### src/rtl/l1d_port_arbiter.sv
// l1d_port_arbiter: round-robin arbiter sharing one L1D cache port among
// NUM_REQ requesters, with a single outstanding request and a flush path.
// Optional feature: define L1D_ARB_STATS_EN to add per-requester saturating
// grant counters on output grant_count.
//
// Handshake: a requester transfer happens in the cycle where req_valid[i] and
// req_ready[i] are both high; req_ready is a combinational one-hot grant that
// is only raised in IDLE when the cache is ready and no flush is pending, and
// the cache request (c_req_*) is presented in that same cycle.
module l1d_port_arbiter #(
  parameter int NUM_REQ    = 4,
  parameter int ADDR_WIDTH = 32,
  parameter int DATA_WIDTH = 32
) (
  input  logic                          clk,
  input  logic                          rst_n,
  input  logic [NUM_REQ-1:0]            req_valid,
  input  logic [NUM_REQ-1:0]            req_we,
  input  logic [NUM_REQ*ADDR_WIDTH-1:0] req_addr,
  input  logic [NUM_REQ*DATA_WIDTH-1:0] req_wdata,
  input  logic [NUM_REQ*4-1:0]          req_byte_en,
  output logic [NUM_REQ-1:0]            req_ready,
  output logic [NUM_REQ-1:0]            resp_valid,
  output logic [DATA_WIDTH-1:0]         resp_rdata,
  output logic                          resp_hit,
  input  logic                          flush_req,
  output logic                          flush_done,
  output logic                          c_req_valid,
  output logic                          c_req_we,
  output logic [ADDR_WIDTH-1:0]         c_req_addr,
  output logic [DATA_WIDTH-1:0]         c_req_wdata,
  output logic [3:0]                    c_req_byte_en,
  input  logic                          c_ready,
  input  logic                          c_resp_valid,
  input  logic [DATA_WIDTH-1:0]         c_resp_rdata,
  input  logic                          c_resp_hit,
  output logic                          c_flush_req,
  output logic [1:0]                    dbg_state
`ifdef L1D_ARB_STATS_EN
  ,
  output logic [NUM_REQ*16-1:0]         grant_count
`endif
);

  localparam int PTR_W = (NUM_REQ > 1) ? $clog2(NUM_REQ) : 1;

  typedef enum logic [1:0] {
    IDLE        = 2'd0,
    WAIT_RESP   = 2'd1,
    FLUSH_ISSUE = 2'd2,
    FLUSH_WAIT  = 2'd3
  } state_t;

  state_t             state_q, state_d;
  logic [PTR_W-1:0]   rr_ptr_q, rr_ptr_d;
  logic [PTR_W-1:0]   owner_q, owner_d;
  logic [PTR_W-1:0]   winner;
  logic [PTR_W:0]     rr_sum;
  logic               any_valid;
  logic               grant;

  assign dbg_state = state_q;

  // Round-robin search: first valid requester at or after rr_ptr, wrapping.
  always_comb begin
    any_valid = 1'b0;
    winner    = '0;
    rr_sum    = '0;
    for (int k = 0; k < NUM_REQ; k++) begin
      rr_sum = {1'b0, rr_ptr_q} + (PTR_W+1)'(k);
      if (rr_sum >= (PTR_W+1)'(NUM_REQ)) rr_sum = rr_sum - (PTR_W+1)'(NUM_REQ);
      if (!any_valid && req_valid[rr_sum[PTR_W-1:0]]) begin
        any_valid = 1'b1;
        winner    = rr_sum[PTR_W-1:0];
      end
    end
  end

  // A grant needs an idle port, a ready cache and no pending flush; gated by
  // rst_n so the combinational grant stays quiet while reset is asserted.
  assign grant = rst_n && (state_q == IDLE) && c_ready && !flush_req && any_valid;

  // Mux the winner's request fields onto the cache port.
  always_comb begin
    c_req_we      = 1'b0;
    c_req_addr    = '0;
    c_req_wdata   = '0;
    c_req_byte_en = '0;
    for (int i = 0; i < NUM_REQ; i++) begin
      if (winner == PTR_W'(i)) begin
        c_req_we      = req_we[i];
        c_req_addr    = req_addr[i*ADDR_WIDTH +: ADDR_WIDTH];
        c_req_wdata   = req_wdata[i*DATA_WIDTH +: DATA_WIDTH];
        c_req_byte_en = req_byte_en[i*4 +: 4];
      end
    end
  end

  // Next-state and output decode for the arbiter FSM.
  always_comb begin
    state_d     = state_q;
    rr_ptr_d    = rr_ptr_q;
    owner_d     = owner_q;
    req_ready   = '0;
    c_req_valid = 1'b0;
    resp_valid  = '0;
    resp_rdata  = '0;
    resp_hit    = 1'b0;
    c_flush_req = 1'b0;
    flush_done  = 1'b0;
    case (state_q)
      IDLE: begin
        if (flush_req) begin
          if (c_ready) state_d = FLUSH_ISSUE;
        end else if (grant) begin
          req_ready[winner] = 1'b1;
          c_req_valid       = 1'b1;
          owner_d           = winner;
          rr_ptr_d          = (winner == PTR_W'(NUM_REQ-1)) ? '0 : winner + 1'b1;
          state_d           = WAIT_RESP;
        end
      end
      WAIT_RESP: begin
        if (c_resp_valid) begin
          resp_valid[owner_q] = 1'b1;
          resp_rdata          = c_resp_rdata;
          resp_hit            = c_resp_hit;
          state_d             = IDLE;
        end
      end
      FLUSH_ISSUE: begin
        c_flush_req = 1'b1;
        state_d     = FLUSH_WAIT;
      end
      FLUSH_WAIT: begin
        if (c_ready) begin
          flush_done = 1'b1;
          state_d    = IDLE;
        end
      end
      default: state_d = IDLE;
    endcase
  end

  // State, round-robin pointer and owner registers.
  always_ff @(posedge clk or negedge rst_n) begin
    if (!rst_n) begin
      state_q  <= IDLE;
      rr_ptr_q <= '0;
      owner_q  <= '0;
    end else begin
      state_q  <= state_d;
      rr_ptr_q <= rr_ptr_d;
      owner_q  <= owner_d;
    end
  end

`ifdef L1D_ARB_STATS_EN
  logic [15:0] cnt_q [NUM_REQ];

  for (genvar g = 0; g < NUM_REQ; g++) begin : g_stats
    // Saturating count of grants won by requester g.
    always_ff @(posedge clk or negedge rst_n) begin
      if (!rst_n) begin
        cnt_q[g] <= '0;
      end else if (grant && (winner == PTR_W'(g)) && (cnt_q[g] != 16'hFFFF)) begin
        cnt_q[g] <= cnt_q[g] + 16'd1;
      end
    end
    assign grant_count[g*16 +: 16] = cnt_q[g];
  end
`endif

endmodule

### config.mk
export PLATFORM = sky130hd
export DESIGN_NAME = l1d_port_arbiter
export DESIGN_NICKNAME = d
export VERILOG_FILES = /design/src/rtl/l1d_port_arbiter.sv
export SDC_FILE = /design/constraint.sdc
export NUM_CORES = 1
export LEC_CHECK = 0
export ABC_AREA = 1
export ABC_CLOCK_PERIOD_IN_PS = 3400
export CORE_AREA = 2 2 169 171
export DETAILED_ROUTE_END_ITERATION = 10
export DIE_AREA = 0 0 171 173
export PLACE_DENSITY = 0.48
export SLEW_MARGIN = 20
export SYNTH_ARGS = -nofsm -noshare
export SYNTH_HDL_FRONTEND = slang
export SYNTH_SLANG_ARGS = --single-unit
export TNS_END_PERCENT = 30
### constraint.sdc
create_clock -name clk -period 3.4 [get_ports clk]
set_input_delay 0.51 -clock clk [delete_from_list [all_inputs] [get_ports clk]]
set_output_delay 0.51 -clock clk [all_outputs]
set_load 0.02 [all_outputs]
* After elaboration in Yosys (flattened, before gate mapping)
Cells that the tools add are included.
Operators by class: divide/modulo/power cells 0, $mul 0, muxes and demuxes 62, $lt $le $gt $ge 12, shift-type cells 0, reduce and logical (&&, ||, !) cells 17, equality and inequality tests 10, add/subtract/negate cells 8, bitwise gates (word level) 1
Operator list (number):
- $mux W32 | 10
- $mux W4 | 9
- $mux W2 | 14
- $mux W1 | 22
- $lt A2 B3 Y1 const B | 6
- $ge A3 B3 Y1 const B | 3
- $logic_and A1 B1 Y1 | 9
- $bmux W1 S2 | 4
- $eq A2 B2 Y1 const B | 4
- $pmux W2 S4 | 1
- $sub A2 B1 Y2 const B | 4
- $add A2 B2 Y3 const B | 2
- $ne A3 B3 Y1 const B | 2
- $demux W1 S2 | 2
- $eq A2 B1 Y1 const B | 2
- $ge A2 B1 Y1 const B | 2
- $logic_not A1 Y1 | 4
- $logic_not A2 Y1 | 2
- $ne A2 B2 Y1 const B | 2
- $reduce_and A4 Y1 | 1
- $add A2 B1 Y3 const B | 1
- $ge A2 B3 Y1 const B | 1
- $reduce_and A3 Y1 | 1
- $add A2 B1 Y2 const B | 1
- $not A1 Y1 | 1
Word-level totals: logic and storage cells 113, ROM bits 0, output and inout bits 115, latch bits 0, register bits after elaboration 6, memories kept 0, input port bits 318, memory bits (writable) 0

* Longest topological paths before layout
Gate-level depths: netlist (run 1).
depth after elaboration 21, gate-level depth with buffers 19, gate-level depth less buffers 16

* Worst setup path before layout (run 1)
Ideal clock, no wire load.
path kind input-to-output, start input port req_valid[0], end output port c_req_addr[26], buffers on the path 3, data arrival time 2.661 ns, data required time 2.890 ns, stages 17, path slack 0.229 ns, cells stage by stage inv_1 nand2_1 nand3_1 nand2_2 nor2_4 nand3_1 nand3_1 nand2_1 ha_1 buf_2 nor2_4 buf_4 buf_2 nand2_1 nand2_1 o21ai_0 o21ai_0
Between the ends: word-level cells in the longest chain between the ends 17, elaborated cells between the ends (all ways) 29, those cells by class 3 x eq/ne; 19 x mux; 7 x reduce/logical
RTL lines:
- start, declared | RTL line 17 | input logic [NUM_REQ-1:0] req_valid,
- $bmux W1 S2 | RTL line 72 | if (!any_valid && req_valid[rr_sum[PTR_W-1:0]]) begin
- $mux W1 (implied by the code) | RTL line 72
- $mux W1 | RTL line 72
- $logic_not A1 Y1 | RTL line 72
- $logic_and A1 B1 Y1 | RTL line 72
- $mux W1 | RTL line 72
- $logic_not A1 Y1 | RTL line 72
- $logic_and A1 B1 Y1 | RTL line 72
- $mux W1 | RTL line 72
- $logic_not A1 Y1 | RTL line 72
- $logic_and A1 B1 Y1 | RTL line 72
- $mux W2 (*) | RTL line 72
- $logic_not A2 Y1 | RTL line 90 | if (winner == PTR_W'(i)) begin
- $mux W32 (3 in a row) | RTL line 90
- $mux W32 (*) | RTL line 90
- end, declared | RTL line 30 | output logic [ADDR_WIDTH-1:0] c_req_addr,
Mark *: on every way between the ends. The rest lies on a longest branch, timed or not. The select of a mux whose other input is x is not followed.

* Worst setup path in the final report (run 1)
start input port req_valid[0], end output port c_req_wdata[14]
Between the ends: word-level cells in the longest chain between the ends 17, elaborated cells between the ends (all ways) 29, those cells by class 3 x eq/ne; 19 x mux; 7 x reduce/logical
RTL lines:
- $bmux W1 S2 | RTL line 72
- $mux W1 (implied by the code) | RTL line 72
- $mux W1 | RTL line 72
- $logic_not A1 Y1 | RTL line 72
- $logic_and A1 B1 Y1 | RTL line 72
- $mux W1 | RTL line 72
- $logic_not A1 Y1 | RTL line 72
- $logic_and A1 B1 Y1 | RTL line 72
- $mux W1 | RTL line 72
- $logic_not A1 Y1 | RTL line 72
- $logic_and A1 B1 Y1 | RTL line 72
- $mux W2 (*) | RTL line 72
- $logic_not A2 Y1 | RTL line 90
- $mux W32 (3 in a row) | RTL line 90
- $mux W32 (*) | RTL line 90
- end, declared | RTL line 31 | output logic [DATA_WIDTH-1:0] c_req_wdata,
Marked as above.

==> flow_metrics.tcl, run 1 <==
set metrics [dict create \
    clk_latency_ps 220 \
    htree_levels 1 \
    skew_ps 1.71 \
    yosysTopAreaCell "nand2_1" \
    min_to "owner_q[1]" \
    tightest_slew_ps 706 \
    ys_ff_latch 6 \
    yosysWarnings 0 \
    min_path_type "reg2reg" \
    synth-simple-area-share 0.465 \
    grt_overflow_total 0 \
    r2r_cells 14 \
    status "completed" \
    ys_top_cells_by_count "nand2_1 (279), o21ai_0 (134), a21oi_1 (72)" \
    drt_iter0_drc 161 \
    grt_pass1_vias 6111 \
    ys.flop_type "dfrtp_1" \
    final_cell_area_um2 8530 \
    syn_inst 651 \
    dpl.hpwl_um 20300 \
    muxShareOfSynthArea 0 \
    via_count 5946 \
    routed_wl_um 24900 \
    synthAdderAreaFrac 0.0167 \
    routedWlPerCell_um 16.7 \
    clockBufferDepth 2 \
    worstSetupPathType "in2out" \
    syn_to_final_growth_pct 185 \
    synth-edff-count 0 \
    grt_pass1_wl_um 35300 \
    relSlewSlack 0.528 \
    synth_xor_area_frac 0 \
    root_buffer "clkbuf_16" \
    r2r-start "rr_ptr_q[0]" \
    dpl_cell_area_um2 8270 \
    drcViolationCount 0 \
    cts_tree "yes" \
    holdPathStages 2 \
    clkTransAtPathRegs_ps 30 \
    dp_slack_ps -642 \
    cts_hold_buf 0 \
    setup_viol 0 \
    pin_count 433 \
    gp_congestion 0.848 \
    utilization 0.309 \
    synthArstFlopShare 1.00 \
    rr_endpoint "rr_ptr_q[1]" \
    synth_top_cell_area_share 0.350 \
    portBuffers 432 \
    drtAntennaViolNets 0 \
    rows 61 \
    die_h_um 173 \
    drive_gt1_frac 0.187 \
    final_max_slew_viol_count 0 \
    rsz0062_at_grt "yes" \
    synth_top_family_by_area "simple AND/OR/NAND/NOR gates" \
    grt_max_degree 63 \
    max_freq_ghz 0.307 \
    period_needed_ps 3260 \
    antenna_found_initial 6 \
    reg2reg_slack_ps 1400 \
    cp.arrival_ps 2750 \
    die_x_um 171 \
    nNetsFinal 1436 \
    synth_nets 973 \
    synth.avg_cell_area_um2 4.59 \
    die-area_um2 29600 \
    syn_area_um2 2990 \
    cp-start-kind "primary input" \
    crit_chain "dlygate4sd2_1, inv_2, nand2_2, nand3_2, nand2_2, nor2_4, nand3_2, nand3_2, nand2_4, ha_4, nor2_4, buf_6, buf_16, nand2_1, nand2_1, o21ai_1, o21ai_1, buf_4" \
    timing.final.ws_setup_ps 144 \
    synth_area_leaders "nand2_1 (35%), o21ai_0 (22%), a21oi_1 (12%)" \
    cp_slowest_cell "dlygate4sd2_1" \
    end_kind "primary output" \
    numCtsBuffers 3 \
    coreArea_um2 27600 \
    grt_usage 0.156 \
    hp-start "owner_q[1]" \
    cp_common_cell "nand3_2" \
    synth_most_common_cell "nand2_1" \
    drv_cap 0 \
    initial_core_util 0.108 \
    cp_max_fo 7 \
    first_pass_iters 4 \
    ys_types 25 \
    hold_viol 0 \
    timing.critical_path.slowest_cell_delay_ps 260 \
    clock-sinks 6 \
    synth_compound_area_frac 0.363 \
    worstPathRequired_ps 2890 \
    viasPerCell 3.98 \
    ys_seq_area_frac 0.0502 \
    layout_worst_path_cycle_share 0.958 \
]
## layout by cell type, fill, tap and decap left out, types with 4 or more instances in the layout
cell type          n
a21oi_2            4
dfrtp_1            4
nand2_1          263
a21oi_1           68
buf_2             22
o21ai_1           66
clkbuf_16          4
nand2_2           19
clkdlybuf4s50_1  356
dlygate4sd2_1      5
nand3_1            7
buf_12            18
o21ai_0           71
inv_1             14
diode_2            5
ha_4               4
nand2_4            4
nor2_1            42
buf_4             94
inv_2              5
o21ai_2            6
buf_6              9
nand3_2            6
nor4_1             4
## per-layer routing
layer,share of wire,wire (um),GRT usage,up-vias
met4,0.0069,172,0.0258,2
met1,0.38,9420,0.168,2597
met3,0.081,2020,0.0348,10
met2,0.53,13300,0.307,272
li1,-,-,-,3065
met5,0.00052,13,0,-
## sequential cells by signal, indices dropped and copies added, names as in the netlist
name,count
owner_q,2
dbg_state,2
rr_ptr_q,2
## through the flow
stage          setup TNS, ps  hold slack [ps]  cells
2_1_floorplan              0              214    651
3_3_place_gp          -38230              527   1469
3_5_place_dp          -39520              536   1469
4_1_cts                -52.4              558   1484
5_1_grt                -1020              579   1495
6_report                   0              554   1495
## timing repair
item | CTS | global route
pin swaps | 13 | 22
cloned | 4 | 1
setup buffers | 8 | 6
gates resized for setup | 379 | 130
endpoints found under the setup margin | 72 | 71
## cell families (layout without fill, tap and decap cells)
kind of cell / Yosys count / after routing
simple gates: 349 / 349
compound gates: 216 / 216
buf+inv: 76 / 537
flops: 6 / 6
fa+ha+maj: 4 / 4
other cells: 0 / 5
## worst max path at each step
stage | start | endpoint | slack (ps)
CTS | rr_ptr_q[0] | c_req_addr[13] | -20
global placement | req_valid[1] | c_req_wdata[13] | -620
detailed placement | req_valid[1] | c_req_wdata[7] | -640
finish | req_valid[0] | c_req_wdata[14] | 140
floorplan | req_valid[0] | c_req_addr[26] | 230
global route | rr_ptr_q[0] | c_req_wdata[14] | -70
## critical path, delay by kind of cell
family          cells  cell delay (ps)
simple gates       10             1030
compound gates      2              260
buf+inv             5              760
fa+ha+maj           1              190
## final cells by class
cell class              instances  area (um2)
inverters                      22        90.1
repair buffers                512        5040
clock buffers                   3        75.1
fillers                      3120       19100
well taps                     378         473
multi-input cells             569        2690
flip-flops and latches          6         153
diodes                          5        12.5
Power of run 1 is not shown: default switching activity piles up to over one toggle a cycle in this logic, so the estimate is an artifact.
==> inputs of run 2 (changes only) <==
Settings changed: CTS_CLUSTER_DIAMETER set to 80.
==> results of run 2 <==
No change in the layout: final DEF, timing and power equal those of run 1.
Power of run 2 is left out for the same reason.
